==> config.mk <==
export PLATFORM = sky130hd
export DESIGN_NAME = decoder_stim_sequencer_flat
export DESIGN_NICKNAME = d
export VERILOG_FILES = /design/src/rtl/decoder_stim_sequencer_pkg.sv /design/src/rtl/decoder_stim_sequencer_if.sv /design/src/rtl/decoder_stim_sequencer_code_map.sv /design/src/rtl/decoder_stim_sequencer.sv /design/src/flat_wrapper.sv
export SDC_FILE = /design/constraint.sdc
export NUM_CORES = 1
export LEC_CHECK = 0
export ABC_AREA = 1
export CAP_MARGIN = 20
export CELL_PAD_IN_SITES_DETAIL_PLACEMENT = 1
export CELL_PAD_IN_SITES_GLOBAL_PLACEMENT = 2
export CORE_ASPECT_RATIO = 2
export CORE_UTILIZATION = 30
export DETAILED_ROUTE_END_ITERATION = 12
export PLACE_DENSITY_LB_ADDON = 0.25
export SLEW_MARGIN = 20
export SYNTH_ARGS = -nofsm -noshare
export SYNTH_HDL_FRONTEND = slang
export SYNTH_SLANG_ARGS = --single-unit
==> constraint.sdc <==
create_clock -name clk -period 2.1 [get_ports clk]
set_clock_uncertainty 0.2 [all_clocks]
set_input_delay 0.42 -clock clk [delete_from_list [all_inputs] [get_ports clk]]
set_output_delay 0.42 -clock clk [all_outputs]
set_load 0.005 [all_outputs]
==> src/rtl/decoder_stim_sequencer_pkg.sv <==
// dec_stim_pkg: shared definitions for the decoder stimulus/checker stage.
//   state_t          FSM state encoding (IDLE/RUN/DONE)
//   MODE_*           sweep order selectors (2'b11 is reserved and acts as up)
//   CODE_W/ONEHOT_W  select-code and one-hot widths of the 3-to-8 decoder
//   code_to_onehot   reference one-hot pattern for a select code
package dec_stim_pkg;

  localparam int unsigned CODE_W   = 3;
  localparam int unsigned ONEHOT_W = 8;

  typedef enum logic [1:0] {
    IDLE = 2'd0,
    RUN  = 2'd1,
    DONE = 2'd2
  } state_t;

  localparam logic [1:0] MODE_UP   = 2'b00;
  localparam logic [1:0] MODE_DOWN = 2'b01;
  localparam logic [1:0] MODE_GRAY = 2'b10;

  function automatic logic [ONEHOT_W-1:0] code_to_onehot(input logic [CODE_W-1:0] code);
    return {{(ONEHOT_W-1){1'b0}}, 1'b1} << code;
  endfunction

endpackage

==> src/rtl/decoder_stim_sequencer_if.sv <==
// decoder_stim_sequencer_if: control and decoder-facing signals of the sequencer.
//   start, abort, mode   sweep control (driven by master)
//   onehot_in            decoder result sampled by the sequencer (driven by master)
//   code_out, code_valid select code sent to the decoder (driven by slave)
//   busy, done           sweep status (driven by slave)
//   err, err_count       sticky mismatch flag and saturating count (driven by slave)
interface decoder_stim_sequencer_if
  import dec_stim_pkg::*;
#(
  parameter int unsigned ERR_W = 4
);

  logic                start;
  logic                abort;
  logic [1:0]          mode;
  logic [ONEHOT_W-1:0] onehot_in;
  logic [CODE_W-1:0]   code_out;
  logic                code_valid;
  logic                busy;
  logic                done;
  logic                err;
  logic [ERR_W-1:0]    err_count;

  modport master (
    output start, abort, mode, onehot_in,
    input  code_out, code_valid, busy, done, err, err_count
  );

  modport slave (
    input  start, abort, mode, onehot_in,
    output code_out, code_valid, busy, done, err, err_count
  );

endinterface

==> src/rtl/decoder_stim_sequencer_code_map.sv <==
// stim_code_map: maps a sweep position to the select code for the chosen order.
//   mode  sweep order (up / down / Gray; reserved value behaves as up)
//   idx   sweep position 0..7
//   code  select code to present to the decoder
module stim_code_map
  import dec_stim_pkg::*;
(
  input  logic [1:0]        mode,
  input  logic [CODE_W-1:0] idx,
  output logic [CODE_W-1:0] code
);

  always_comb begin
    code = idx;
    case (mode)
      MODE_DOWN: code = ~idx;               // 7 - idx for a 3-bit index
      MODE_GRAY: code = idx ^ (idx >> 1);
      default:   code = idx;
    endcase
  end

endmodule

==> src/rtl/decoder_stim_sequencer.sv <==
// decoder_stim_sequencer: clocked stimulus source and checker for a 3-to-8 decoder.
// Steps the select code through all eight values in the requested order, holding
// each for DWELL cycles, and compares the decoder's one-hot result in the last
// cycle of every dwell.
//   clk    rising-edge clock
//   rst_n  asynchronous active-low reset
//   bus    slave side of decoder_stim_sequencer_if (control in, code/status out)
// Parameters: DWELL (2..255) cycles per code, ERR_W width of the error counter.
module decoder_stim_sequencer
  import dec_stim_pkg::*;
#(
  parameter int unsigned DWELL = 50,
  parameter int unsigned ERR_W = 4
) (
  input logic                    clk,
  input logic                    rst_n,
  decoder_stim_sequencer_if.slave bus
);

  localparam int unsigned CNT_W = 8;
  localparam logic [CNT_W-1:0] CNT_LAST = CNT_W'(DWELL - 1);

  state_t            state;
  logic [1:0]        mode_q;
  logic [CODE_W-1:0] idx;
  logic [CNT_W-1:0]  cnt;
  logic [CODE_W-1:0] code_q;
  logic              valid_q;
  logic              busy_q;
  logic              done_q;
  logic              err_q;
  logic [ERR_W-1:0]  err_cnt_q;

  logic [1:0]        map_mode;
  logic [CODE_W-1:0] map_idx;
  logic [CODE_W-1:0] map_code;
  logic              dwell_end;
  logic              mismatch;

  // One mapper serves both cases: the first code of a new sweep (live mode,
  // position 0) and the next code within a running sweep (latched mode, idx+1).
  always_comb begin
    map_mode = mode_q;
    map_idx  = idx + CODE_W'(1);
    if (state == IDLE) begin
      map_mode = bus.mode;
      map_idx  = '0;
    end
  end

  stim_code_map u_code_map (
    .mode (map_mode),
    .idx  (map_idx),
    .code (map_code)
  );

  assign dwell_end = (state == RUN) && (cnt == CNT_LAST);
  assign mismatch  = dwell_end && (bus.onehot_in != code_to_onehot(code_q));

  always_ff @(posedge clk or negedge rst_n) begin
    if (!rst_n) begin
      state     <= IDLE;
      mode_q    <= MODE_UP;
      idx       <= '0;
      cnt       <= '0;
      code_q    <= '0;
      valid_q   <= 1'b0;
      busy_q    <= 1'b0;
      done_q    <= 1'b0;
      err_q     <= 1'b0;
      err_cnt_q <= '0;
    end else begin
      done_q <= 1'b0;
      case (state)
        IDLE: begin
          if (bus.start) begin
            state     <= RUN;
            mode_q    <= bus.mode;
            idx       <= '0;
            cnt       <= '0;
            code_q    <= map_code;
            valid_q   <= 1'b1;
            busy_q    <= 1'b1;
            err_q     <= 1'b0;
            err_cnt_q <= '0;
          end
        end
        RUN: begin
          // The check result is recorded even when abort ends the sweep this cycle.
          if (mismatch) begin
            err_q <= 1'b1;
            if (err_cnt_q != '1) begin
              err_cnt_q <= err_cnt_q + ERR_W'(1);
            end
          end
          if (bus.abort) begin
            state   <= IDLE;
            valid_q <= 1'b0;
            busy_q  <= 1'b0;
          end else if (dwell_end) begin
            if (idx != '1) begin
              idx    <= idx + CODE_W'(1);
              cnt    <= '0;
              code_q <= map_code;
            end else begin
              state   <= DONE;
              valid_q <= 1'b0;
              busy_q  <= 1'b0;
              done_q  <= 1'b1;
            end
          end else begin
            cnt <= cnt + CNT_W'(1);
          end
        end
        DONE: begin
          state <= IDLE;
        end
        default: begin
          state <= IDLE;
        end
      endcase
    end
  end

  assign bus.code_out   = code_q;
  assign bus.code_valid = valid_q;
  assign bus.busy       = busy_q;
  assign bus.done       = done_q;
  assign bus.err        = err_q;
  assign bus.err_count  = err_cnt_q;

endmodule
==> src/flat_wrapper.sv <==
// flat-port wrapper written by rule: the top's interface ports become plain ports
module decoder_stim_sequencer_flat import dec_stim_pkg::*;
#(
  parameter int unsigned DWELL = 50,
  parameter int unsigned ERR_W = 4
)
  (clk, rst_n, bus_start, bus_abort, bus_mode, bus_onehot_in, bus_code_out, bus_code_valid, bus_busy, bus_done, bus_err, bus_err_count);
  decoder_stim_sequencer_if #(.ERR_W(ERR_W)) bus_i ();
  input logic clk;
  input logic rst_n;
  input wire logic [$bits(bus_i.start)-1:0] bus_start;
  input wire logic [$bits(bus_i.abort)-1:0] bus_abort;
  input wire logic [$bits(bus_i.mode)-1:0] bus_mode;
  input wire logic [$bits(bus_i.onehot_in)-1:0] bus_onehot_in;
  output wire logic [$bits(bus_i.code_out)-1:0] bus_code_out;
  output wire logic [$bits(bus_i.code_valid)-1:0] bus_code_valid;
  output wire logic [$bits(bus_i.busy)-1:0] bus_busy;
  output wire logic [$bits(bus_i.done)-1:0] bus_done;
  output wire logic [$bits(bus_i.err)-1:0] bus_err;
  output wire logic [$bits(bus_i.err_count)-1:0] bus_err_count;
  assign bus_i.start = bus_start;
  assign bus_i.abort = bus_abort;
  assign bus_i.mode = bus_mode;
  assign bus_i.onehot_in = bus_onehot_in;
  assign bus_code_out = bus_i.code_out;
  assign bus_code_valid = bus_i.code_valid;
  assign bus_busy = bus_i.busy;
  assign bus_done = bus_i.done;
  assign bus_err = bus_i.err;
  assign bus_err_count = bus_i.err_count;
  decoder_stim_sequencer #(.DWELL(DWELL), .ERR_W(ERR_W)) u_core (.clk(clk), .rst_n(rst_n), .bus(bus_i));
endmodule
==> metrics.txt <==
hold path startpoint=u_core.bus.err; n_diodes=0; status=completed; vias in the first global route=1599; Place WS=-230.9 ps; met2 Use GR=31.18%; final worst path period need=1968 ps; Design Area, Final=2092 um2; Worst setup SP type=flop; GRT Overall Usage=16.50%; Largest stage delay, worst path=560 ps; Routed WL=4312 um; most frequent cells in the layout=65 x nand2_1, 39 x inv_1, 25 x dfrtp_1, 24 x clkdlybuf4s50_1, 19 x nor2_1; worst path required time=1480 ps; Seq/Total Area, Yosys=38.34%; Final GP Congestion=0.7379; endpoints failing setup=0; root buf cell=clkbuf_8; peak supply drop=0.5419 mV; Mapped Nets=250; drt drc=0; max-cap viol count=0; Post-DP HPWL=3326 um; Tot Pwr=1.774 mW; Longest Clk Path Bufs=2; synthesized instance count=229; antenna violations before repair=0; post-synthesis xor/xnor area fraction=1.610%; busiest grt layer=met2; CP Cell Sequence=clkdlybuf4s50_1; Fill cells=662; IO buf count=24; clk sinks=25; Worst-Margin Slew=337.5 ps; grt total ovfl=0; M3 GR Usage=1.717%; Final nets=290; worst-path fanout max=7; core area=5185 um2; min setup slack post-route=131.6 ps; worst path bufs/invs=1; CP endpoint kind=output port; Pre-antenna DRT Iters=4; yosys warns=0; Die Area=5755 um2; Setup CP Type=flop to output port; fraction of the mapped netlist area in simple logic gates=33.97%; Initial Util=31.47%; # IOs=25; CTS H-tree lvls=1; syn_area_per_cell=7.125 um2; Detailed Route Iter0 Violations=19; Hold/Removal Path Class=flop to flop; Site Rows=37; vias post-DR=1566; first-pass GRT wire length=6996 um; Num CTS Buffers=3; Max Clock Freq=508.0 MHz; Synth Area in Adders=5.368%; DR WL/cell=13.23 um; Tcrit/Tclk final=93.73%; CTS tree=done; Mapped Area=1632 um2; met1 Resource Use GR=17.10%; Critical Path AT=1350 ps; Die Y=106.3 um; Worst-Skew Late Latency=280 ps; commonest non-fill, non-tap cell in the layout=nand2_1; fin. max-slew vios=0; layout cells sized above 1=14.18%; largest net degree at the start of global routing=26; setup TNS=0 ps; cell family with most CP delay=buffers and inverters; Routed Antenna Nets=0; register area=625.6 um2; Worst-path clk slew=100 ps; drt via density=4.804; Synth cell types=24; Critical Path Start=u_core.bus.code_out[2]; largest family of logic cells by synthesized area=simple AND/OR/NAND/NOR gates; P_leak=1.094 nW; Die Wd=54.15 um; multiplexer share of the synthesized area=0%; Slew HR=77.50%; Final Hold Vio Count=0; placed standard-cell area=1971 um2; area grow syn2layout=28.22%; slowest library cell on the worst path=clkdlybuf4s50_1; RR Startpoint=u_core.cnt[1]; number of synthesized register bits=25; Multi-input gate area=847.1 um2; Compound-Gate Fraction of Synth Area=9.893%; P per Cell Area=848.0 nW/um2
-- stage by stage --
step / util (%) / hold WS [ps] / std cells
floorplan: - / -75.59 / 229
global placement: 38.01 / 269.3 / 315
detailed placement: 38.01 / 269.9 / 315
CTS: 38.90 / 299.6 / 319
global route: 40.35 / 318.2 / 326
finish: 40.35 / 293.6 / 326
-- worst paths after layout --
check                      cells after the start  slack [ps]                       to
setup / recovery                               1         130          bus_code_out[2]
hold / removal                                 2         290           u_core.bus.err
setup reg to reg                              11         150  u_core.bus.err_count[3]
hold reg to reg                                2         290           u_core.bus.err
max in group asynchronous                      2        1140            u_core.cnt[5]
min in group asynchronous                      2         300            u_core.cnt[0]
-- cell usage after synthesis --
master	number	area (um2)
nand2_1	67	251.5
inv_1	39	146.4
dfrtp_1	25	625.6
nor2_1	19	71.32
nand3_1	18	90.09
o21ai_0	12	60.06
nand2_2	9	56.30
a21oi_1	7	35.03
ha_1	7	87.58
inv_2	3	11.26
o21ai_1	3	15.01
xor2_1	3	26.28
nand3_4	2	35.03
nand4_1	2	12.51
nor3_1	2	10.01
o22ai_1	2	12.51
o31ai_1	2	15.01
a21oi_2	1	8.760
buf_4	1	7.510
buf_6	1	11.26
nor2_4	1	11.26
nor3_4	1	16.27
o211ai_1	1	7.510
o21a_1	1	7.510
-- power breakdown --
part / leakage, nW / switching, mW / internal [mW] / total (mW)
registers: 0.334 / 0.122 / 0.580 / 0.702
logic: 0.735 / 0.429 / 0.345 / 0.773
clock network: 0.0255 / 0.166 / 0.133 / 0.299
total: 1.09 / 0.716 / 1.06 / 1.77
-- cells by family after synthesis --
logic type,count (synthesis)
AO/OA/AOI/OAI,29
XOR/XNOR,3
adder cells (fa/ha/maj),7
buffers and inverters,44
flip-flops,25
AND/OR/NAND/NOR,121
-- final cells by class --
type,instances,area share [%]
Clock inverter,1,0.2392
Tap cell,58,3.469
Inverter,42,7.775
Clock buffer,3,1.974
Timing Repair Buffer,37,16.15
Sequential cell,25,29.90
Multi-Input combinational cell,160,40.49
-- routing by layer --
metal	routed length, um	part of all wire, %	vias to the layer above
met3	72	1.7	5
li1	-	-	790
met5	0	0	-
met2	2459	57	17
met4	69	1.6	0
met1	1710	40	754
-- worst min-delay path, stage by stage, from the launching register on --
cell and delay (ps):
dfrtp_1 350, nand2_1 60, nand2_1 60
-- sequential cells by signal (all words and copies together), names as in the netlist --
name                   flops
u_core.bus.code_out        3
u_core.bus.err_count       4
u_core.mode_q              2
u_core.bus.done            1
u_core.idx                 3
u_core.cnt                 8
u_core.bus.err             1
u_core.state               2
u_core.bus.code_valid      1
-- what timing repair did --
item                       CTS  global route
pin swaps                    0             3
gates resized for setup      2             9
hold endpoints to repair     0             0
hold buffers                 0             0
setup endpoints to repair    2             9
cloned                       0             0
setup buffers                0             7
No activity file was read; power rests on OpenSTA's default activity.
